<file path="src/rtl/bist_counter_unit_pkg.sv">
// Shared definitions for the BIST counter stage and the controller FSM that consumes it.
package bist_counter_unit_pkg;

  localparam logic [1:0] START_EDGE = 2'b01;
  localparam logic [3:0] M_TERM     = 4'd12;

  localparam int N_MAX_DEFAULT = 255;
  localparam int M_MAX_DEFAULT = 15;

  typedef enum logic [1:0] {
    IDLE       = 2'd0,
    COUNTING_N = 2'd1,
    COUNTING_M = 2'd2,
    FINISH     = 2'd3
  } bist_state_e;

endpackage

</file>
<file path="src/rtl/bist_mod_counter.sv">
// Modulo-(MAX+1) up-counter with synchronous clear and enable; carry flags count == MAX.
module bist_mod_counter #(
  parameter int WIDTH = 8,
  parameter int MAX   = 255
) (
  input  logic             clk,
  input  logic             reset,
  input  logic             clr,
  input  logic             en,
  output logic [WIDTH-1:0] count,
  output logic             carry
);

  localparam logic [WIDTH-1:0] MAX_V = WIDTH'(MAX);

  // Clear outranks enable so a fresh start always begins from zero.
  always_ff @(posedge clk) begin
    if (reset) begin
      count <= '0;
    end else if (clr) begin
      count <= '0;
    end else if (en) begin
      count <= (count == MAX_V) ? '0 : count + WIDTH'(1);
    end
  end

  assign carry = (count == MAX_V);

endmodule

</file>
<file path="src/rtl/bist_counter_unit.sv">
// Start-history register plus the N (inner) and M (outer) loop counters feeding the BIST FSM.
module bist_counter_unit
  import bist_counter_unit_pkg::*;
#(
  parameter int N_WIDTH = 8,
  parameter int N_MAX   = N_MAX_DEFAULT,
  parameter int M_WIDTH = 4,
  parameter int M_MAX   = M_MAX_DEFAULT
) (
  input  logic               clk,
  input  logic               reset,
  input  logic               start,
  input  logic               enable_count_N,
  input  logic               enable_count_M,
  output logic [1:0]         start_val,
  output logic [N_WIDTH-1:0] count_N,
  output logic [M_WIDTH-1:0] count_M,
  output logic               carry_out_N,
  output logic               carry_out_M
);

  logic start_edge;

  always_ff @(posedge clk) begin
    if (reset) begin
      start_val <= 2'b00;
    end else begin
      start_val <= {start_val[0], start};
    end
  end

  // A held start level shows as 2'b11 and never re-triggers.
  assign start_edge = (start_val == START_EDGE);

  bist_mod_counter #(
    .WIDTH (N_WIDTH),
    .MAX   (N_MAX)
  ) u_cnt_n (
    .clk   (clk),
    .reset (reset),
    .clr   (start_edge),
    .en    (enable_count_N),
    .count (count_N),
    .carry (carry_out_N)
  );

  bist_mod_counter #(
    .WIDTH (M_WIDTH),
    .MAX   (M_MAX)
  ) u_cnt_m (
    .clk   (clk),
    .reset (reset),
    .clr   (start_edge),
    .en    (enable_count_M),
    .count (count_M),
    .carry (carry_out_M)
  );

endmodule
</file>
<file path="config.mk">
export PLATFORM = sky130hd
export DESIGN_NAME = bist_counter_unit
export DESIGN_NICKNAME = d
export VERILOG_FILES = /design/src/rtl/bist_counter_unit_pkg.sv /design/src/rtl/bist_mod_counter.sv /design/src/rtl/bist_counter_unit.sv
export SDC_FILE = /design/constraint.sdc
export NUM_CORES = 1
export LEC_CHECK = 0
export ABC_AREA = 1
export CAP_MARGIN = 5
export CORE_AREA = 2 2 56 52
export DETAILED_ROUTE_END_ITERATION = 10
export DIE_AREA = 0 0 58 54
export SYNTH_ARGS = -nofsm -noshare
export SYNTH_HDL_FRONTEND = slang
export SYNTH_SLANG_ARGS = --single-unit
</file>
<file path="constraint.sdc">
create_clock -name clk -period 1.9 [get_ports clk]
set_clock_uncertainty 0.1 [all_clocks]
set_input_delay 0.285 -clock clk [delete_from_list [all_inputs] [get_ports clk]]
set_output_delay 0.285 -clock clk [all_outputs]
set_load 0.02 [all_outputs]
</file>
# Word-level counts from Yosys, hierarchy flattened
# Index checks and enable logic that the tools add are counted.
# word_totals
wordCells,11
in_bits,5
out_inout_bits,16
register_bits,14
# op_classes
eq_ne,3
n_reduce_logical,1
add_sub_neg,2
muxes,2
# op_table
cell,count
$add A8 B1 Y8 const B,1
$eq A8 B8 Y1 const B,1
$mux W8,1
$add A4 B1 Y4 const B,1
$eq A4 B4 Y1 const B,1
$mux W4,1
$eq A2 B1 Y1 const B,1
$reduce_or A2 Y1,1

# Logic depth before layout (Yosys ltp)
# logic_depth
word_depth,2
depth_mapped,6
depth_no_buf,6

# Modules after synthesis
# Synthesis repeated with hierarchy kept, for this count alone.
# unflattened
cells_unflattened,91
area_unflattened_um2,654.4
# by_module_without_submodules
module,instances,seq_area_each_um2,cells_each,area_each_um2
bist_mod_counter at u_cnt_n,1,160.2,57,402.9
bist_mod_counter at u_cnt_m,1,80.1,27,192.7
bist_counter_unit,1,40.0,7,58.8

# Worst setup path after synthesis
# OpenSTA, ideal clock, no wires.
# synth_timing
path_type,reg-to-output
startpoint,reg u_cnt_n.count[1]
endpoint,out carry_out_N
t_arrival_ps,1318
t_required_ps,1515
stages_incl_launch_ff,4
slack_ps,197
n_path_buf,0
cell_sequence,dfxtp_1 ha_1 nand3_1 nor3_1
# synth_via
elab_chain_len,1
# synth_lines
element,line_no,rtl
"start, declared",bist_mod_counter.sv:10,"output logic [WIDTH-1:0] count,"
"start signal, assigned",bist_mod_counter.sv:23,count <= (count == MAX_V) ? '0 : count + WIDTH'(1);
$eq A8 B8 Y1,bist_mod_counter.sv:27,assign carry = (count == MAX_V);
"end, declared",bist_counter_unit.sv:18,"output logic carry_out_N,"
# Every way passes these cells.

# Final worst setup path
# layout_timing
startpoint,reg u_cnt_n.count[3]
endpoint,out count_N[3]
# layout_lines
element,line_no,rtl
"end, declared",bist_counter_unit.sv:16,"output logic [N_WIDTH-1:0] count_N,"
# No word-level cell between the ends.

==> results.md <==
Worst setup path:
- The signal on the critical path passes through buf_4, clkdlybuf4s50_1.
- The category of the worst setup path capture point is an output port.
- Of all nets on the critical path, the largest fanout is 6.
- The slowest stage of the critical path is the sky130_fd_sc_hd__clkdlybuf4s50_1 cell.
- Together, buffers and inverters on the worst path number 2.
- Data on the critical path is required at its endpoint by 1510 ps.
- The largest single stage delay on the critical path is 600 ps.
- The worst reg2reg path depth is 6.
- In this run the worst setup path begins at u_cnt_n.count[3]$_SDFFE_PP0P_.
- Grouping stages by cell kind, the critical path spends the most delay in buffers and inverters.
- The endpoint identified for the worst register-to-register timing path is u_cnt_n.count[3]$_SDFFE_PP0P_.
- Following the worst setup path forward leads to its endpoint at count_N[3].
- The start of the worst register-to-register path is u_cnt_n.count[0]$_SDFFE_PP0P_.
- The worst reg-to-reg setup slack is 630 ps.
- The number of stages on the worst setup path is 2.
- The category of the critical setup timing path is reg2out.
- The worst endpoint data arrival time is 1370 ps.
- The startpoint class of the critical path is a flop.

Synth:
- The post-synthesis register bit count is 14.
- The total nets after synthesis is 98.
- The cell count after synthesis came out at 91.
- The synthesized cell area is 659 sq um.
- The netlist uses 17 different library cells.
- The register area share after synthesis is 0.425.
- Dividing the synthesized area by the synthesized cell count gives 7.25 sq um.
- Yosys printed 0 warnings.

Placed design:
- Once detailed placement completed, the half-perimeter wirelength came to 1.24 mm.
- The placed instances occupy a cell area of 935 sq um.
- The number of cells in the design after placement is 146.
- At the end of routability-driven placement, the weighted congestion stood at 0.848.
- The pre-CTS setup slack is 65.2 ps.
- The port buffer count is 20.

STA:
- Setup violations remaining at the end of the flow were counted as 0.
- The count of final hold-check violations is 0.
- For this run, the top clock speed supported by timing is 571 MHz.
- The portion of the clock cycle consumed by the worst path in the final layout is 0.922.
- Subtracting the final worst setup slack from the clock period gives 1750 ps.
- At the pin with the least slew margin, the transition time is 247 ps.
- The setup total negative slack is 0 ps.
- Measured against its own limit, the worst slew margin works out to 0.835.
- Setup repair after global routing left no endpoint under its margin.
- The count of final max-slew check failures is 0.
- Across all setup checks in the final design, the least slack found is 148 ps.

Floorplan:
- The total number of placement rows is 18.
- The initial cell density of the core is 0.252.
- The horizontal die dimension is 58 um.
- For this design the top-level I/O count stands at 21.
- The die outline height is 54 um.
- The full die area is 3130 sq um.
- The core region is 2610 sq um.

Clock network:
- CTS built an H-tree with a depth of 1.
- The clock latency at the later pin of the worst-skew pair is 270 ps.
- After clock tree synthesis, the clock-pin slew on the worst setup and hold paths is 80 ps.
- TritonCTS built the clock tree.
- The clock passes through at most 2 buffers.
- Counting the buffers created by CTS gives 3.
- The post-cts repair resize count is 2.
- In this run, post-CTS hold repair placed 0 buffers.
- The tree built by TritonCTS fans out to 14 sinks.
- The buffers inserted during post-CTS setup optimization is 0.
- The cell sitting at the root of the clock tree is a sky130_fd_sc_hd__clkbuf_4.

GRT:
- The largest net degree at the start of global routing is 9.
- The via count of the first global-routing pass is 614.
- The overall track demand over capacity in global routing is 0.107.
- For this run the aggregate overflow at the end of global routing stands at 0.
- The number of antenna violations at the first check in global routing is 0.
- The first global-routing pass estimated 2.47 mm of wire.

Finish:
- The final net count is 128.
- The final instance area is 965 sq um.
- In the layout the commonest cells are 19 x sky130_fd_sc_hd__nand2_1, 18 x sky130_fd_sc_hd__clkdlybuf4s50_1, 14 x sky130_fd_sc_hd__dfxtp_1.
- The number of antenna diodes in the final layout is 0.
- Of the cells placed in the final design, the portion with a size suffix greater than 1 is 0.142.
- The finished layout holds 150 standard cells, fillers aside.
- The final-layout fill cell count is 286.
- The most common cell after layout, fill and taps aside is sky130_fd_sc_hd__nand2_1.
- Registers take 280 sq um.
- In the final layout, the multi-input gates occupy 325 sq um.
- The growth of design area from synthesis to finish is 46.3%.

Job:
- The number of max-cap violations is 0.

Drt:
- The detailed router's first-iteration violation count is 7.
- The routed wirelength normalized by instance count is 10.0 um.
- The via count is 668.
- The vias per cell is 4.45.
- The post-detailed-route count of antenna-violating nets is 0.
- The routed design has 1.50 mm of wire.
- The final routed DRC violation total is 0.
- Before antenna repair, the detailed router went through 4 iterations.

Power and ir drop:
- VDD sags by at most 0.512 mV.
- The power per cell area is 607 nW/um^2.
- The leakage power summed over all cells is 0.399 nW.

Min path:
- The worst hold path class is reg2reg.

Outcome:
- The run finished with clean final reports.
-- worst min path at each step --
stage / start / endpoint / slack, ps / cells past startpoint
after floorplan: reset / start_val[0]$_SDFF_PP0_ / 260 / 1
after global placement: start_val[0]$_SDFF_PP0_ / start_val[1]$_SDFF_PP0_ / 330 / 2
after global routing: start_val[0]$_SDFF_PP0_ / start_val[1]$_SDFF_PP0_ / 370 / 2
after detailed placement: start_val[0]$_SDFF_PP0_ / start_val[1]$_SDFF_PP0_ / 340 / 2
after CTS: start_val[0]$_SDFF_PP0_ / start_val[1]$_SDFF_PP0_ / 360 / 2
final: start_val[0]$_SDFF_PP0_ / start_val[1]$_SDFF_PP0_ / 350 / 2
-- logic make-up (layout without fill, tap and decap cells) --
family / count (synthesis) / in the layout / synth area share
compound gates: 9 / 9 / 0.0683
xor+xnor: 2 / 2 / 0.0266
simple gates: 50 / 50 / 0.345
flops: 14 / 14 / 0.425
buf+inv: 13 / 42 / 0.0816
fa+ha+maj: 2 / 2 / 0.0379
mux: 1 / 1 / 0.0152
-- flip-flops by register name (all words and copies together) (netlist names) --
name           count
start_val          2
u_cnt_n.count      8
u_cnt_m.count      4
-- cell type report --
| cell class | instances | share of cell area |
|---|---|---|
| multi-input combinational | 64 | 0.337 |
| inverter | 12 | 0.0480 |
| clock buffer | 4 | 0.0376 |
| tap | 30 | 0.0389 |
| sequential | 14 | 0.291 |
| timing repair buffer | 26 | 0.248 |
-- worst reg2reg max path, cell delays in order (launching register included) --
cell	delay, ps
sky130_fd_sc_hd__dfxtp_1	350
sky130_fd_sc_hd__ha_1	200
sky130_fd_sc_hd__nand3_1	130
sky130_fd_sc_hd__nor2_2	130
sky130_fd_sc_hd__nand2_1	100
sky130_fd_sc_hd__nand2_1	100
sky130_fd_sc_hd__nor3_1	50
-- per-layer routing --
layer | up-vias | share of wire | GRT usage
li1 | 349 | - | -
met3 | 0 | 0.076 | 0.0577
met4 | 0 | 0 | 0.0233
met1 | 299 | 0.44 | 0.116
met5 | - | 0 | 0
met2 | 20 | 0.49 | 0.186
-- stage by stage --
stage          utilization  hold slack, ps  total power [mW]
2_1_floorplan            -             256             0.350
3_3_place_gp         0.358             335             0.383
3_5_place_dp         0.358             344             0.386
4_1_cts              0.371             360             0.600
5_1_grt              0.369             372             0.628
6_report             0.369             353             0.586
-- report_power, final --
group          internal [mW]  leakage [nW]  switching (mW)  total (mW)
clock                  0.116        0.0210          0.0913       0.208
sequential             0.301         0.114         0.00549       0.306
combinational         0.0341         0.265          0.0380      0.0721
total                  0.451         0.399           0.135       0.586
-- cell usage after synthesis, drive strengths merged --
master	count	area (sq um)
clkinv	1	5.00
o21ai	2	10.0
nor3	4	20.0
nand4	2	12.5
buf	1	7.51
ha	2	25.0
inv	11	41.3
nor2	17	78.8
dfxtp	14	280
a21oi	7	35.0
xor2	2	17.5
nand2	19	71.3
mux2i	1	10.0
nand3	8	45.0
Note: power is estimated with default switching activity, not from simulation.
